===== src/rtl/mem_dump_reader.sv =====
// Streams a range of data-memory words out of the memory debug port as
// little-endian bytes over a valid/ready byte interface.
module mem_dump_reader #(
  parameter int ADDR_W = 8
) (
  input  logic              clk,
  input  logic              rst,
  input  logic              start,
  input  logic [ADDR_W-1:0] start_addr,
  input  logic [ADDR_W:0]   word_cnt,
  input  logic              abort,
  output logic              busy,
  output logic              done,
  output logic [31:0]       mem_check_addr,
  input  logic [31:0]       mem_check_data,
  output logic [7:0]        out_byte,
  output logic              out_valid,
  input  logic              out_ready
);

  typedef enum logic [1:0] {ST_IDLE, ST_RD, ST_SEND, ST_DONE} state_t;

  localparam logic [ADDR_W-1:0] ADDR_ONE = 1;
  localparam logic [ADDR_W:0]   CNT_ONE  = 1;
  localparam logic [ADDR_W:0]   CNT_ZERO = '0;

  state_t            state_q, state_d;
  logic [ADDR_W-1:0] addr_q, addr_d;
  logic [ADDR_W:0]   remaining_q, remaining_d;
  logic [31:0]       shift_q, shift_d;
  logic [1:0]        byte_idx_q, byte_idx_d;
  logic              busy_q, busy_d;
  logic              done_q, done_d;
  logic              out_valid_q, out_valid_d;

  always_comb begin
    state_d     = state_q;
    addr_d      = addr_q;
    remaining_d = remaining_q;
    shift_d     = shift_q;
    byte_idx_d  = byte_idx_q;
    case (state_q)
      ST_IDLE: begin
        if (start) begin
          if (word_cnt != CNT_ZERO) begin
            addr_d      = start_addr;
            remaining_d = word_cnt;
            state_d     = ST_RD;
          end else begin
            state_d = ST_DONE;
          end
        end
      end
      ST_RD: begin
        if (abort) begin
          state_d = ST_IDLE;
        end else begin
          shift_d    = mem_check_data;
          byte_idx_d = 2'd0;
          state_d    = ST_SEND;
        end
      end
      ST_SEND: begin
        // Abort takes priority over a byte handshake in the same cycle.
        if (abort) begin
          state_d = ST_IDLE;
        end else if (out_ready) begin
          if (byte_idx_q != 2'd3) begin
            shift_d    = {8'h00, shift_q[31:8]};
            byte_idx_d = byte_idx_q + 2'd1;
          end else if (remaining_q == CNT_ONE) begin
            state_d = ST_DONE;
          end else begin
            addr_d      = addr_q + ADDR_ONE;
            remaining_d = remaining_q - CNT_ONE;
            state_d     = ST_RD;
          end
        end
      end
      ST_DONE: begin
        state_d = ST_IDLE;
      end
      default: begin
        state_d = ST_IDLE;
      end
    endcase
    busy_d      = (state_d != ST_IDLE);
    done_d      = (state_d == ST_DONE);
    out_valid_d = (state_d == ST_SEND);
  end

  always_ff @(posedge clk) begin
    if (rst) begin
      state_q     <= ST_IDLE;
      addr_q      <= '0;
      remaining_q <= '0;
      shift_q     <= '0;
      byte_idx_q  <= '0;
      busy_q      <= 1'b0;
      done_q      <= 1'b0;
      out_valid_q <= 1'b0;
    end else begin
      state_q     <= state_d;
      addr_q      <= addr_d;
      remaining_q <= remaining_d;
      shift_q     <= shift_d;
      byte_idx_q  <= byte_idx_d;
      busy_q      <= busy_d;
      done_q      <= done_d;
      out_valid_q <= out_valid_d;
    end
  end

  assign busy           = busy_q;
  assign done           = done_q;
  assign out_valid      = out_valid_q;
  assign out_byte       = shift_q[7:0];
  assign mem_check_addr = {{(32-ADDR_W){1'b0}}, addr_q};

endmodule

===== config.mk =====
export PLATFORM = sky130hd
export DESIGN_NAME = mem_dump_reader
export DESIGN_NICKNAME = d
export VERILOG_FILES = /design/src/rtl/mem_dump_reader.sv
export SDC_FILE = /design/constraint.sdc
export NUM_CORES = 1
export LEC_CHECK = 0
export CORE_MARGIN = 4
export CORE_UTILIZATION = 50
export CTS_CLUSTER_SIZE = 40
export DETAILED_ROUTE_END_ITERATION = 6
export GPL_TIMING_DRIVEN = 0
export PLACE_DENSITY = 0.84
export SLEW_MARGIN = 20
export SYNTH_ARGS = -nofsm -noshare
export SYNTH_HDL_FRONTEND = slang
export SYNTH_SLANG_ARGS = --single-unit

===== constraint.sdc =====
create_clock -name clk -period 3.05 [get_ports clk]
set_input_delay 0.61 -clock clk [delete_from_list [all_inputs] [get_ports clk]]
set_output_delay 0.61 -clock clk [all_outputs]
set_load 0.05 [all_outputs]

Word-level counts from Yosys, hierarchy flattened:

Cells that the tools add are included.

* register bits after elaboration: 56
* bits of input ports: 54
* output and inout port bits: 43
* logic and storage cells: 65

* $add $sub $neg: 3
* equality and inequality tests: 15
* mux-type cells: 32
* reduce and logical (&&, ||, !) cells: 7

Operators with widths (count)
* $mux W32: 4
* $pmux W32 S2: 1
* $mux W9: 6
* $mux W8: 6
* $mux W2: 11
* $ne A2 B2 Y1 const B: 9
* $pmux W9 S2: 1
* $pmux W8 S2: 1
* $eq A9 B1 Y1 const B: 1
* $reduce_bool A9 Y1: 1
* $sub A9 B1 Y9 const B: 1
* $add A8 B1 Y8 const B: 1
* $eq A2 B2 Y1 const B: 4
* $pmux W2 S4: 1
* $reduce_and A7 Y1: 1
* $reduce_bool A2 Y1: 3
* $reduce_and A5 Y1: 1
* $pmux W2 S2: 1
* $add A2 B1 Y2 const B: 1
* $eq A2 B1 Y1 const B: 1
* $logic_not A2 Y1: 1

Logic depth before layout (Yosys ltp):

* depth in word-level cells: 7
* depth in mapped cells: 7
* depth with buffers taken out: 7

Worst setup path after synthesis:

No wires, ideal clock.

* path kind: input to register
* from: input port word_cnt[4]
* to: register addr_q[5]
* setup time: 116 ps
* data arrival time: 1664 ps
* required time: 2934 ps
* slack: 1270 ps
* stages on the path: 5
* buffers on the path: 1
* cell sequence: nor4_1 -> nand3_1 -> a32o_1 -> buf_6 -> a31o_2

* word-level cells in the longest chain between the ends: 3

RTL lines
* start, declared: line 10 `input logic [ADDR_W:0] word_cnt,`
* $reduce_bool A9 Y1: line 45 `if (word_cnt != CNT_ZERO) begin`
* $ne A2 B2 Y1 (no source line)
* $reduce_and A7 Y1 (no source line)
* end signal, assigned: line 104 `addr_q <= addr_d;`
* end, declared: line 28 `logic [ADDR_W-1:0] addr_q, addr_d;`

No other way between the ends.
A chain may end at the register's enable or synchronous reset.

Final worst setup path:

* from: register addr_q[0]
* to: output port mem_check_addr[0]

RTL lines
* end, declared: line 14 `output logic [31:0] mem_check_addr,`

No word-level cell between the ends.

==> run_results.csv <==
group,metric,value,unit
critical_path,rrSetupSlack,1230,ps
clocking,cts_tree,"built",
worst_hold_path,hold_path.startpoint,"shift_q[22]",
timing,max_slew_margin,58.37,%
logic_synthesis,synthCells,377,
detailed_routing,vias,3006,
finish,drive_gt1_share,13.96,%
timing,clock_skew,5.119,ps
timing,tightest_slew,624.4,ps
timing,slew_violations,0,
grt,grt_pass1_vias,2662,
place,dp.cells,544,
critical_path,end_kind,"output pin",
critical_path,worstRegToRegCells,5,
place,portBuffers,72,
logic_synthesis,ys_warn_count,0,
grt,grt_max_degree,18,
floorplan,dieWidth,84.90,um
worst_hold_path,hp-class,"reg -> reg",
timing,finalSetupViolations,0,
timing,grt_setup_unrepaired,"no",
critical_path,crit_arrival,1630,ps
floorplan,start_util,52.72,%
clocking,clk_pin_slew,100,ps
floorplan,dieArea,7207,um2
critical_path,rr_startpoint,"remaining_q[5]",
detailed_routing,routed_via_density,5.446,
power_and_ir_drop,power_switching,0.5437,mW
worst_hold_path,whs_endpoint,"shift_q[14]",
finish,layoutNonFillerInstCount,552,
logic_synthesis,yosysTopAreaCell,"dfxtp_1",
finish,n_fill_cell,490,
worst_hold_path,worstHoldPathCells,2,
timing,final_hold_viol_count,0,
power_and_ir_drop,seq_power_share,48.4,%
clocking,cts.hold.buffers_added,0,
finish,area_growth,33.35,%
critical_path,cp-startpoint,"addr_q[0]",
critical_path,worst_ep_required_time,2440,ps
critical_path,setup.worst_path.class,"reg -> out",
logic_synthesis,yosysMostFrequentCell,"nand2_1",
floorplan,chipHeight,84.90,um
grt,antenna_found_initial,0,
detailed_routing,finalWirelength,7.843,mm
detailed_routing,drc,0,
power_and_ir_drop,swShare,32.53,%
finish,antenna_cells,0,
floorplan,core_area,5608,um2
logic_synthesis,ys_seq_elements,56,
floorplan,placementRows,27,
floorplan,io_pins,97,
finish,final_nets,537,
clocking,cts.path.max_buffers,2,
logic_synthesis,ys.flop_type,"dfxtp_1",
critical_path,path_max_fanout,5,
critical_path,max_stage_delay,850,ps
power_and_ir_drop,p_int,1.128,mW
critical_path,critical_path_buf_inv_count,1,
timing,fin_crit_sh,73.39,%
critical_path,r2r_end,"addr_q[1]",
place,hpwl,5.922,mm
critical_path,slowest_stage,"clkdlybuf4s50_1",
detailed_routing,drt_iter0_markers,218,
timing,fmax,446.8,MHz
logic_synthesis,synth_area_per_cell,7.842,um2
critical_path,crit_family,"buffers and inverters",
power_and_ir_drop,power.clock.fraction,24.3,%
clocking,cts_sinks,56,
grt,grt_overflow,0,
logic_synthesis,async_flop_share,0,%
logic_synthesis,synth_top_cells_by_area,"dfxtp_1 38%, nand2_1 9.0%, buf_4 8.4%, a311oi_1 7.4%, nor2_1 6.9%",
detailed_routing,wl_per_cell,14.21,um
detailed_routing,drtPass1Iterations,5,
logic_synthesis,synth_area,2957,um2
logic_synthesis,netlist.area_leader.share,37.92,%
logic_synthesis,ys_types,49,
power_and_ir_drop,leakage,1.564,nW
grt,grt_pass1_wl,12.59,mm
timing,fin_setup_tns,0,ps
run,cap_viol_max_count,0,
place,gp_congestion,0.9187,
clocking,clk_latency,310,ps
power_and_ir_drop,p_per_area,424.0,nW/um2
power_and_ir_drop,vdd_ir_drop_max,255.9,uV
status,run_status,"finished clean",
grt,grt_util_all_layers,21.30,%
critical_path,path_cells,"clkdlybuf4s50_1",
clocking,numCtsBuffers,5,
timing,whs,485.5,ps
clocking,cts_resized,0,
power_and_ir_drop,power_frac_comb,27.4,%
critical_path,start_kind,"register",
logic_synthesis,synth_edf_count,0,
timing,fin_crit,2238,ps
logic_synthesis,synth_common_cells,"71 x nand2_1, 56 x dfxtp_1, 54 x nor2_1, 33 x buf_4, 25 x a311oi_1",
clocking,htreeDepth,2,
detailed_routing,ant_nets,0,
clocking,root_buffer,"clkbuf_8",
clocking,cts_setup_buffers,0,
logic_synthesis,synth_seq_area_share,37.92,%
tightest hold or removal path, delay by kind of cell (launching register included):
| kind | cells | cell delay [ps] |
|---|---|---|
| AOI/OAI and AO/OA | 1 | 70 |
| DFF | 1 | 320 |
| and+or+nand+nor | 1 | 50 |
per-stage QoR:
| step | setup slack (ps) | power [mW] | util (%) | instance area [um2] |
|---|---|---|---|---|
| 2_1_floorplan | 1270 | 1.126 | - | 3043 |
| 6_report | 811.7 | 1.672 | 70.30 | 3943 |
| 3_5_place_dp | 597.0 | 1.275 | 68.72 | 3854 |
| 3_3_place_gp | 602.9 | 1.266 | 68.72 | 3854 |
| 5_1_grt | 702.7 | 1.742 | 70.30 | 3943 |
| 4_1_cts | 835.2 | 1.668 | 70.30 | 3943 |
state kept, by name, indices dropped and copies added (netlist names):
| signal | count |
|---|---|
| state_q | 2 |
| busy | 1 |
| addr_q | 8 |
| byte_idx_q | 2 |
| out_valid | 1 |
| done | 1 |
| remaining_q | 9 |
| shift_q | 32 |
placed cells by master (no fill, tap or decap), drive strengths merged, types with 2 or more instances in the layout:
cell type / synthesis / routed
clkdlybuf4s50: 0 / 72
nand2: 71 / 71
dfxtp: 56 / 56
nor2: 54 / 54
buf: 45 / 45
a311oi: 25 / 25
a21oi: 24 / 24
conb: 1 / 24
clkbuf: 12 / 18
o21ai: 13 / 13
a22oi: 10 / 10
nand3: 7 / 7
nor3: 6 / 6
inv: 5 / 5
or2: 5 / 5
ha: 4 / 4
nand2b: 3 / 3
o32ai: 3 / 3
a211oi: 3 / 3
nand3b: 2 / 2
nor3b: 2 / 2
mux2i: 2 / 2
o31ai: 2 / 2
nor4b: 2 / 2
nor4: 2 / 2
nand4: 2 / 2
and3: 2 / 2
a21o: 2 / 2
or3: 2 / 2
cell type report:
cell class / instances / area, um2 / share of cell area [%]
Multi-Input combinational cell: 282 / 1534 / 38.91
Sequential cell: 56 / 1121 / 28.44
Timing Repair Buffer: 72 / 720.7 / 18.28
Buffer: 57 / 369.1 / 9.362
Tap cell: 72 / 90.09 / 2.285
Clock buffer: 6 / 72.57 / 1.841
Inverter: 5 / 18.77 / 0.4760
Clock inverter: 2 / 16.27 / 0.4126
worst max path at each step:
stage,slack [ps],depth (start not counted),to
4_1_cts,840,1,mem_check_addr[0]
3_5_place_dp,600,7,remaining_q[1]
6_report,810,1,mem_check_addr[0]
3_3_place_gp,600,6,addr_q[5]
5_1_grt,700,7,remaining_q[1]
2_1_floorplan,1270,5,addr_q[5]
cells by family after synthesis:
| family | count (synthesis) | share of synthesized area [%] |
|---|---|---|
| other | 1 | 0.1268 |
| AO/OA/AOI/OAI | 89 | 21.50 |
| buffers and inverters | 62 | 13.12 |
| flip-flops | 56 | 37.92 |
| multiplexers | 2 | 0.6771 |
| adder cells (fa/ha/maj) | 4 | 1.693 |
| AND/OR/NAND/NOR | 163 | 24.97 |
routing by layer:
metal  vias to the layer above  share of wire, %  track usage [%]
met5                         -                 0                0
met4                         0               2.1            6.475
met3                        16               8.9            4.272
met2                       147                46            34.88
met1                      1369                43            28.38
li1                       1474                 -                -
power by group through the flow:
stage	combinational [mW]	clock [mW]	sequential (mW)
finish	0.457	0.406	0.808
global route	0.490	0.439	0.814
CTS	0.454	0.408	0.807
detailed placement	0.452	0	0.824
global placement	0.445	0	0.821
floorplan	0.279	0	0.848
Power figures use the tool's default switching activity.
